### config.mk
export PLATFORM = sky130hd
export DESIGN_NAME = int_div_rem_fu
export DESIGN_NICKNAME = d
export VERILOG_FILES = /design/src/rtl/int_div_rem_fu_pkg.sv /design/src/rtl/int_div_rem_fu_step.sv /design/src/rtl/int_div_rem_fu.sv
export SDC_FILE = /design/constraint.sdc
export NUM_CORES = 1
export LEC_CHECK = 0
export BUFFER_PORTS_ARGS = -buffer_cell sky130_fd_sc_hd__buf_2
export CORE_MARGIN = 2
export CORE_UTILIZATION = 25
export CTS_BUF_LIST = sky130_fd_sc_hd__clkbuf_16
export DETAILED_ROUTE_END_ITERATION = 10
export PLACE_DENSITY = 0.42
export SETUP_SLACK_MARGIN = 0.1
export SLEW_MARGIN = 20
export SYNTH_ARGS = -nofsm -noshare
export SYNTH_HDL_FRONTEND = slang
export SYNTH_HIERARCHICAL = 1
export SYNTH_SLANG_ARGS = --single-unit
### constraint.sdc
create_clock -name clk_in -period 6.2 [get_ports clk_in]
set_input_delay 0 -clock clk_in [delete_from_list [all_inputs] [get_ports clk_in]]
set_output_delay 0 -clock clk_in [all_outputs]
set_load 0.01 [all_outputs]
### src/rtl/int_div_rem_fu_pkg.sv
// Shared types and constants for the RV32M divide/remainder unit.
// Operand width, op encoding and small sign helpers used by the datapath.
package int_div_rem_fu_pkg;

  localparam int RSZ    = 32;
  localparam int CNT_SZ = $clog2(RSZ);

  localparam logic [CNT_SZ-1:0] CNT_LAST = CNT_SZ'(RSZ - 1);
  localparam logic [CNT_SZ-1:0] CNT_ONE  = CNT_SZ'(1);

  typedef enum logic [1:0] {
    DIV  = 2'd0,
    DIVU = 2'd1,
    REM  = 2'd2,
    REMU = 2'd3
  } IDR_OP_TYPE;

  function automatic logic is_signed_op(input IDR_OP_TYPE i_op);
    return (i_op == DIV) || (i_op == REM);
  endfunction

  function automatic logic [RSZ-1:0] abs_val(input logic [RSZ-1:0] i_v);
    return i_v[RSZ-1] ? -i_v : i_v;
  endfunction

endpackage

### src/rtl/int_div_rem_fu_step.sv
// One radix-2 restoring step: shift {rem,quo} left, subtract the divisor when it fits.
// The comparison is made one bit wider so a remainder with its MSB set still subtracts.
module idr_step
  import int_div_rem_fu_pkg::*;
(
  input  logic [RSZ-1:0] i_rem,
  input  logic [RSZ-1:0] i_quo,
  input  logic [RSZ-1:0] i_div,
  output logic [RSZ-1:0] o_rem,
  output logic [RSZ-1:0] o_quo
);

  logic [RSZ:0]   w_shift;
  logic [RSZ-1:0] w_trial;
  logic           w_ge;

  // Trial subtraction; the low RSZ bits of the difference are exact whenever it is non-negative.
  always_comb begin
    w_shift = {i_rem, i_quo[RSZ-1]};
    w_ge    = (w_shift >= {1'b0, i_div});
    w_trial = w_shift[RSZ-1:0] - i_div;
    if (w_ge) begin
      o_rem = w_trial;
      o_quo = {i_quo[RSZ-2:0], 1'b1};
    end else begin
      o_rem = w_shift[RSZ-1:0];
      o_quo = {i_quo[RSZ-2:0], 1'b0};
    end
  end

endmodule

### src/rtl/int_div_rem_fu.sv
// Sequential RV32M DIV/DIVU/REM/REMU unit, one quotient bit per clock.
// Optional macro IDR_EARLY_OUT_EN: finish at once when |dividend| < |divisor|.
module int_div_rem_fu
  import int_div_rem_fu_pkg::*;
(
  input  logic           clk_in,
  input  logic           reset_in,
  input  logic [RSZ-1:0] Rs1_data,
  input  logic [RSZ-1:0] Rs2_data,
  input  IDR_OP_TYPE     op,
  input  logic           start,
  input  logic           abort,
  output logic [RSZ-1:0] quotient,
  output logic [RSZ-1:0] remainder,
  output logic           done,
  output logic           busy
);

  typedef enum logic [1:0] {
    IDLE = 2'd0,
    CALC = 2'd1,
    DONE = 2'd2
  } IDR_STATE_TYPE;

  IDR_STATE_TYPE     r_state;
  IDR_OP_TYPE        r_op;
  logic              r_sgn_a;
  logic              r_sgn_b;
  logic [CNT_SZ-1:0] r_cnt;
  logic [RSZ-1:0]    r_rem;
  logic [RSZ-1:0]    r_quo;
  logic [RSZ-1:0]    r_div;
  logic [RSZ-1:0]    r_quotient;
  logic [RSZ-1:0]    r_remainder;
  logic              r_done;
  logic              r_busy;

  logic              w_accept;
  logic              w_signed;
  logic [RSZ-1:0]    w_abs_a;
  logic [RSZ-1:0]    w_abs_b;
  logic              w_div0;
  logic              w_ovf;
  logic              w_early;
  logic              w_neg_q;
  logic              w_neg_r;
  logic [RSZ-1:0]    w_rem_nxt;
  logic [RSZ-1:0]    w_quo_nxt;

  // Accept decode and fast-path detection on the raw operands.
  always_comb begin
    w_accept = start && !abort && (r_state != CALC);
    w_signed = is_signed_op(op);
    w_abs_a  = w_signed ? abs_val(Rs1_data) : Rs1_data;
    w_abs_b  = w_signed ? abs_val(Rs2_data) : Rs2_data;
    w_div0   = (Rs2_data == {RSZ{1'b0}});
    w_ovf    = w_signed && (Rs1_data == {1'b1, {(RSZ-1){1'b0}}})
                        && (Rs2_data == {RSZ{1'b1}});
`ifdef IDR_EARLY_OUT_EN
    w_early  = !w_div0 && (w_abs_a < w_abs_b);
`else
    w_early  = 1'b0;
`endif
    w_neg_q  = is_signed_op(r_op) && (r_sgn_a ^ r_sgn_b);
    w_neg_r  = is_signed_op(r_op) && r_sgn_a;
  end

  idr_step u_step (
    .i_rem (r_rem),
    .i_quo (r_quo),
    .i_div (r_div),
    .o_rem (w_rem_nxt),
    .o_quo (w_quo_nxt)
  );

  // Control FSM and working registers; results are only written on entry to DONE.
  always_ff @(posedge clk_in) begin
    if (reset_in) begin
      r_state     <= IDLE;
      r_op        <= DIV;
      r_sgn_a     <= 1'b0;
      r_sgn_b     <= 1'b0;
      r_cnt       <= {CNT_SZ{1'b0}};
      r_rem       <= {RSZ{1'b0}};
      r_quo       <= {RSZ{1'b0}};
      r_div       <= {RSZ{1'b0}};
      r_quotient  <= {RSZ{1'b0}};
      r_remainder <= {RSZ{1'b0}};
      r_done      <= 1'b0;
      r_busy      <= 1'b0;
    end else begin
      case (r_state)
        CALC: begin
          if (abort) begin
            r_state <= IDLE;
            r_busy  <= 1'b0;
            r_done  <= 1'b0;
          end else begin
            r_rem <= w_rem_nxt;
            r_quo <= w_quo_nxt;
            if (r_cnt == {CNT_SZ{1'b0}}) begin
              r_state     <= DONE;
              r_busy      <= 1'b0;
              r_done      <= 1'b1;
              r_quotient  <= w_neg_q ? -w_quo_nxt : w_quo_nxt;
              r_remainder <= w_neg_r ? -w_rem_nxt : w_rem_nxt;
            end else begin
              r_cnt  <= r_cnt - CNT_ONE;
              r_done <= 1'b0;
            end
          end
        end
        IDLE, DONE: begin
          if (w_accept) begin
            r_op    <= op;
            r_sgn_a <= Rs1_data[RSZ-1];
            r_sgn_b <= Rs2_data[RSZ-1];
            if (w_div0) begin
              r_state     <= DONE;
              r_done      <= 1'b1;
              r_busy      <= 1'b0;
              r_quotient  <= {RSZ{1'b1}};
              r_remainder <= Rs1_data;
            end else if (w_ovf) begin
              r_state     <= DONE;
              r_done      <= 1'b1;
              r_busy      <= 1'b0;
              r_quotient  <= {1'b1, {(RSZ-1){1'b0}}};
              r_remainder <= {RSZ{1'b0}};
            end else if (w_early) begin
              r_state     <= DONE;
              r_done      <= 1'b1;
              r_busy      <= 1'b0;
              r_quotient  <= {RSZ{1'b0}};
              r_remainder <= Rs1_data;
            end else begin
              r_state <= CALC;
              r_done  <= 1'b0;
              r_busy  <= 1'b1;
              r_cnt   <= CNT_LAST;
              r_rem   <= {RSZ{1'b0}};
              r_quo   <= w_abs_a;
              r_div   <= w_abs_b;
            end
          end else begin
            r_state <= IDLE;
            r_done  <= 1'b0;
            r_busy  <= 1'b0;
          end
        end
        default: begin
          r_state <= IDLE;
          r_done  <= 1'b0;
          r_busy  <= 1'b0;
        end
      endcase
    end
  end

  assign quotient  = r_quotient;
  assign remainder = r_remainder;
  assign done      = r_done;
  assign busy      = r_busy;

endmodule

==> impl_metrics.json <==
{
  "status": "finished clean",
  "async_flop_share_pct": 0,
  "place.gp.congestion": 0.835,
  "fillers": 5509,
  "hold_ws_ns": 0.0461,
  "post-dp-hpwl_um": 32900,
  "hold_path.class": "primary input to flip-flop",
  "totalWireLength_um": 45900,
  "drtAntennaViolNets": 0,
  "drt_iter0_markers": 976,
  "cts.sinks": 172,
  "powerDensity_nw_per_um2": 213,
  "synth-seq-cells": 172,
  "synth_area_um2": 12600,
  "htree_levels": 4,
  "cts_root_buffer": "clkbuf_16",
  "vias_per_cell": 5.20,
  "cts_tree": "yes",
  "yosys_warnings": 6,
  "fin_setup_tns_ns": 0,
  "die_y_um": 228,
  "antenna_found_initial": 3,
  "worstPathArrival_ns": 6.01,
  "areaGrowthSynthToFinish_pct": 15.0,
  "setup_ws_ns": 0.591,
  "grt_pass1_wl_um": 70500,
  "r2r_cells": 17,
  "initial_core_util_pct": 25.2,
  "critical_path.startpoint": "r_div[1]",
  "cts_max_path_buffers": 2,
  "final_nets": 1771,
  "clk_latency_ns": 0.46,
  "ff2ff_setup_slack_ns": 0.59,
  "die-area_um2": 52100,
  "grt_max_degree": 86,
  "p_leak_uw": 0.00554,
  "vias": 12200,
  "end_kind": "flip-flop",
  "fmax_ghz": 0.178,
  "vdd_drop_max_mv": 0.193,
  "yosysSeqAreaShare_pct": 27.4,
  "wire_per_inst_um": 19.6,
  "min_period_over_period_pct": 90.5,
  "cts.clk_slew.worst_paths_ns": 0.08,
  "coreArea_um2": 49900,
  "maxCapViolCount": 0,
  "cts_resized": 0,
  "place_ws_ns": 0.605,
  "synthCells": 1603,
  "firstDrtPassIters": 5,
  "grt_pass1_vias": 11400,
  "synthFlopType": "dfxtp_1",
  "crit_end": "remainder[31]",
  "max_slew_margin_pct": 24.6,
  "synth_cell_types": 76,
  "start_kind": "flip-flop",
  "rsz0062_at_grt": "no",
  "drive_gt1_share_pct": 15.7,
  "drcViolationCount": 0,
  "postCtsSetupRepairBufs": 0,
  "rows": 82,
  "reg2reg_to": "remainder[31]",
  "crit_type": "flip-flop to flip-flop",
  "io_buffers": 134,
  "numCtsBuffers": 17,
  "r2r-start": "r_div[1]",
  "die_w_um": 228,
  "worstMarginPinSlew_ns": 1.12,
  "finalClockSkew_ns": 0.0127,
  "ioPinCount": 136,
  "hold_viol_final": 0,
  "drv_slew": 0,
  "overflow": 0,
  "synth-edff-count": 0,
  "finalSetupViolCount": 0,
  "period_minus_slack_ns": 5.61,
  "avgSynthCellArea_um2": 7.84,
  "crit_path_max_fanout": 14,
  "synth_nets": 1713,
  "worst-endpoint-required_ns": 6.60,
  "grt_use_total_pct": 17.4
}
-- cell usage in the layout, fill, tap and decap left out, drive strengths merged, types with 4 or more instances in the layout --
cell         Yosys  layout
nor4            23      23
o21ai           61      61
or3              9       9
o21bai           7       7
nor2           101     101
a211oi          47      47
o211ai          35      35
nand4           19      19
inv             65      70
a41oi            9       9
a21o            14      14
and3             7       7
nor3           104     104
o221ai          20      20
mux2            31      31
o21a             6       6
clkinv           1       6
o41ai           14      14
o31ai           27      27
xor2            71      71
a311oi           5       5
xnor2           73      73
a2111oi          4       4
a31oi           25      25
nand2           71      71
a22oi           30      30
or4             15      15
nand3           76      76
clkbuf          83      17
ha              39      39
buf             74     155
a21oi          181     181
nand2b          23      23
dlygate4sd3      0      41
dfxtp          172     172
and2             9       9
nor2b           10      10
nor3b            6       6
-- cells by family (layout without fill, tap and decap cells) --
| logic type | Yosys count | count (layout) | share of synthesized area, % |
|---|---|---|---|
| compound gates | 504 | 504 | 27.5 |
| xor+xnor | 144 | 144 | 10.0 |
| fa+ha+maj | 40 | 40 | 4.04 |
| buf+inv | 223 | 294 | 8.50 |
| flops | 172 | 172 | 27.4 |
| mux | 34 | 34 | 3.02 |
| other cells | 0 | 1 | 0 |
| simple gates | 486 | 486 | 19.5 |
-- routing by layer --
layer | GRT usage [%] | vias to the layer above | part of all wire (%)
li1 | - | 5984 | -
met1 | 26.5 | 5845 | 51
met2 | 24.9 | 332 | 41
met3 | 3.41 | 30 | 6.3
met4 | 3.62 | 2 | 1.1
met5 | 0 | - | 0.028
-- worst min path at each step --
stage                  from  cells past startpoint            end  slack (ns)
3_5_place_dp    Rs2_data[0]                      3       r_div[0]        0.32
2_1_floorplan   Rs2_data[0]                      2       r_div[0]        0.14
6_report        Rs1_data[5]                      3   remainder[5]        0.05
5_1_grt        Rs1_data[26]                      3  remainder[26]        0.06
3_3_place_gp    Rs2_data[0]                      3       r_div[0]        0.32
4_1_cts         Rs1_data[5]                      3   remainder[5]       0.008
-- power by group --
group | switching, µW | total, µW | internal [µW]
Combinational | 488 | 771 | 284
Sequential | 44.1 | 1190 | 1150
Clock | 517 | 1110 | 593
Total | 1050 | 3080 | 2030
-- sequential cells by signal, summed over array words and instances, names as in the netlist --
signal and flops:
quotient 32, r_div 32, r_quo 32, r_rem 32
remainder 32, r_cnt 5, r_state 2, busy 1
done 1, r_op 1, r_sgn_a 1, r_sgn_b 1
-- critical path: stages, from the launching register on --
cell      delay (ns)
dfxtp_1         0.45
inv_1           0.07
ha_1            0.29
nor2b_1         0.18
o21bai_1        0.09
nand3_1         0.17
a2111o_2        0.24
nor2_2          0.07
o31ai_4         0.38
a21oi_2         0.15
o31ai_4         0.67
mux2_1          0.47
or4_1           0.67
or4_1           0.75
o41ai_1         0.45
xnor2_1         0.17
a22oi_1         0.08
a21oi_1         0.18
-- final cells by class --
type | count | area [µm²] | area share [%]
multi-input combinational | 1208 | 8100 | 56.0
sequential | 172 | 3450 | 23.9
timing repair buffer | 196 | 1240 | 8.59
tap | 672 | 841 | 5.82
clock buffer | 17 | 425 | 2.94
inverter | 66 | 248 | 1.71
clock inverter | 15 | 148 | 1.02
antenna | 1 | 2.50 | 0.0173
-- cell usage after synthesis (all sizes together) (3+ instances only) --
cell | n | share of area [%]
a2111oi | 4 | 0.33
a211oi | 47 | 3.8
a21o | 14 | 0.84
a21oi | 181 | 7.2
a22oi | 30 | 1.8
a311oi | 5 | 0.40
a31oi | 25 | 1.2
a41oi | 9 | 0.63
and2 | 9 | 0.45
and3 | 7 | 0.35
and4 | 3 | 0.21
buf | 74 | 4.1
clkbuf | 83 | 2.5
dfxtp | 172 | 27
ha | 39 | 3.9
inv | 65 | 1.9
mux2 | 31 | 2.8
mux2i | 3 | 0.24
nand2 | 71 | 2.1
nand2b | 23 | 1.1
nand3 | 76 | 3.0
nand4 | 19 | 0.95
nor2 | 101 | 3.0
nor2b | 10 | 0.50
nor3 | 104 | 4.1
nor3b | 6 | 0.36
nor4 | 23 | 1.1
nor4b | 3 | 0.21
o211a | 3 | 0.24
o211ai | 35 | 2.1
o21a | 6 | 0.36
o21ai | 61 | 2.5
o21bai | 7 | 0.42
o221ai | 20 | 1.6
o31ai | 27 | 1.9
o41ai | 14 | 0.98
or2 | 3 | 0.15
or3 | 9 | 0.45
or4 | 15 | 0.99
xnor2 | 73 | 5.1
xor2 | 71 | 4.9
-- timing repair --
item                                    CTS  global route
endpoints found under the setup margin    0             0
hold endpoints to repair                 43             0
hold buffers                             41             0
-- per-stage QoR --
step	instance area, µm²	total power (µW)	util [%]	instances
6_report	14500	3080	29.0	2347
5_1_grt	14400	3240	29.0	2346
4_1_cts	14400	3100	29.0	2346
3_5_place_dp	13500	1960	27.0	2273
3_3_place_gp	13500	1960	27.0	2273
2_1_floorplan	12600	1750	-	1603
No activity file was read; power rests on OpenSTA's default activity.
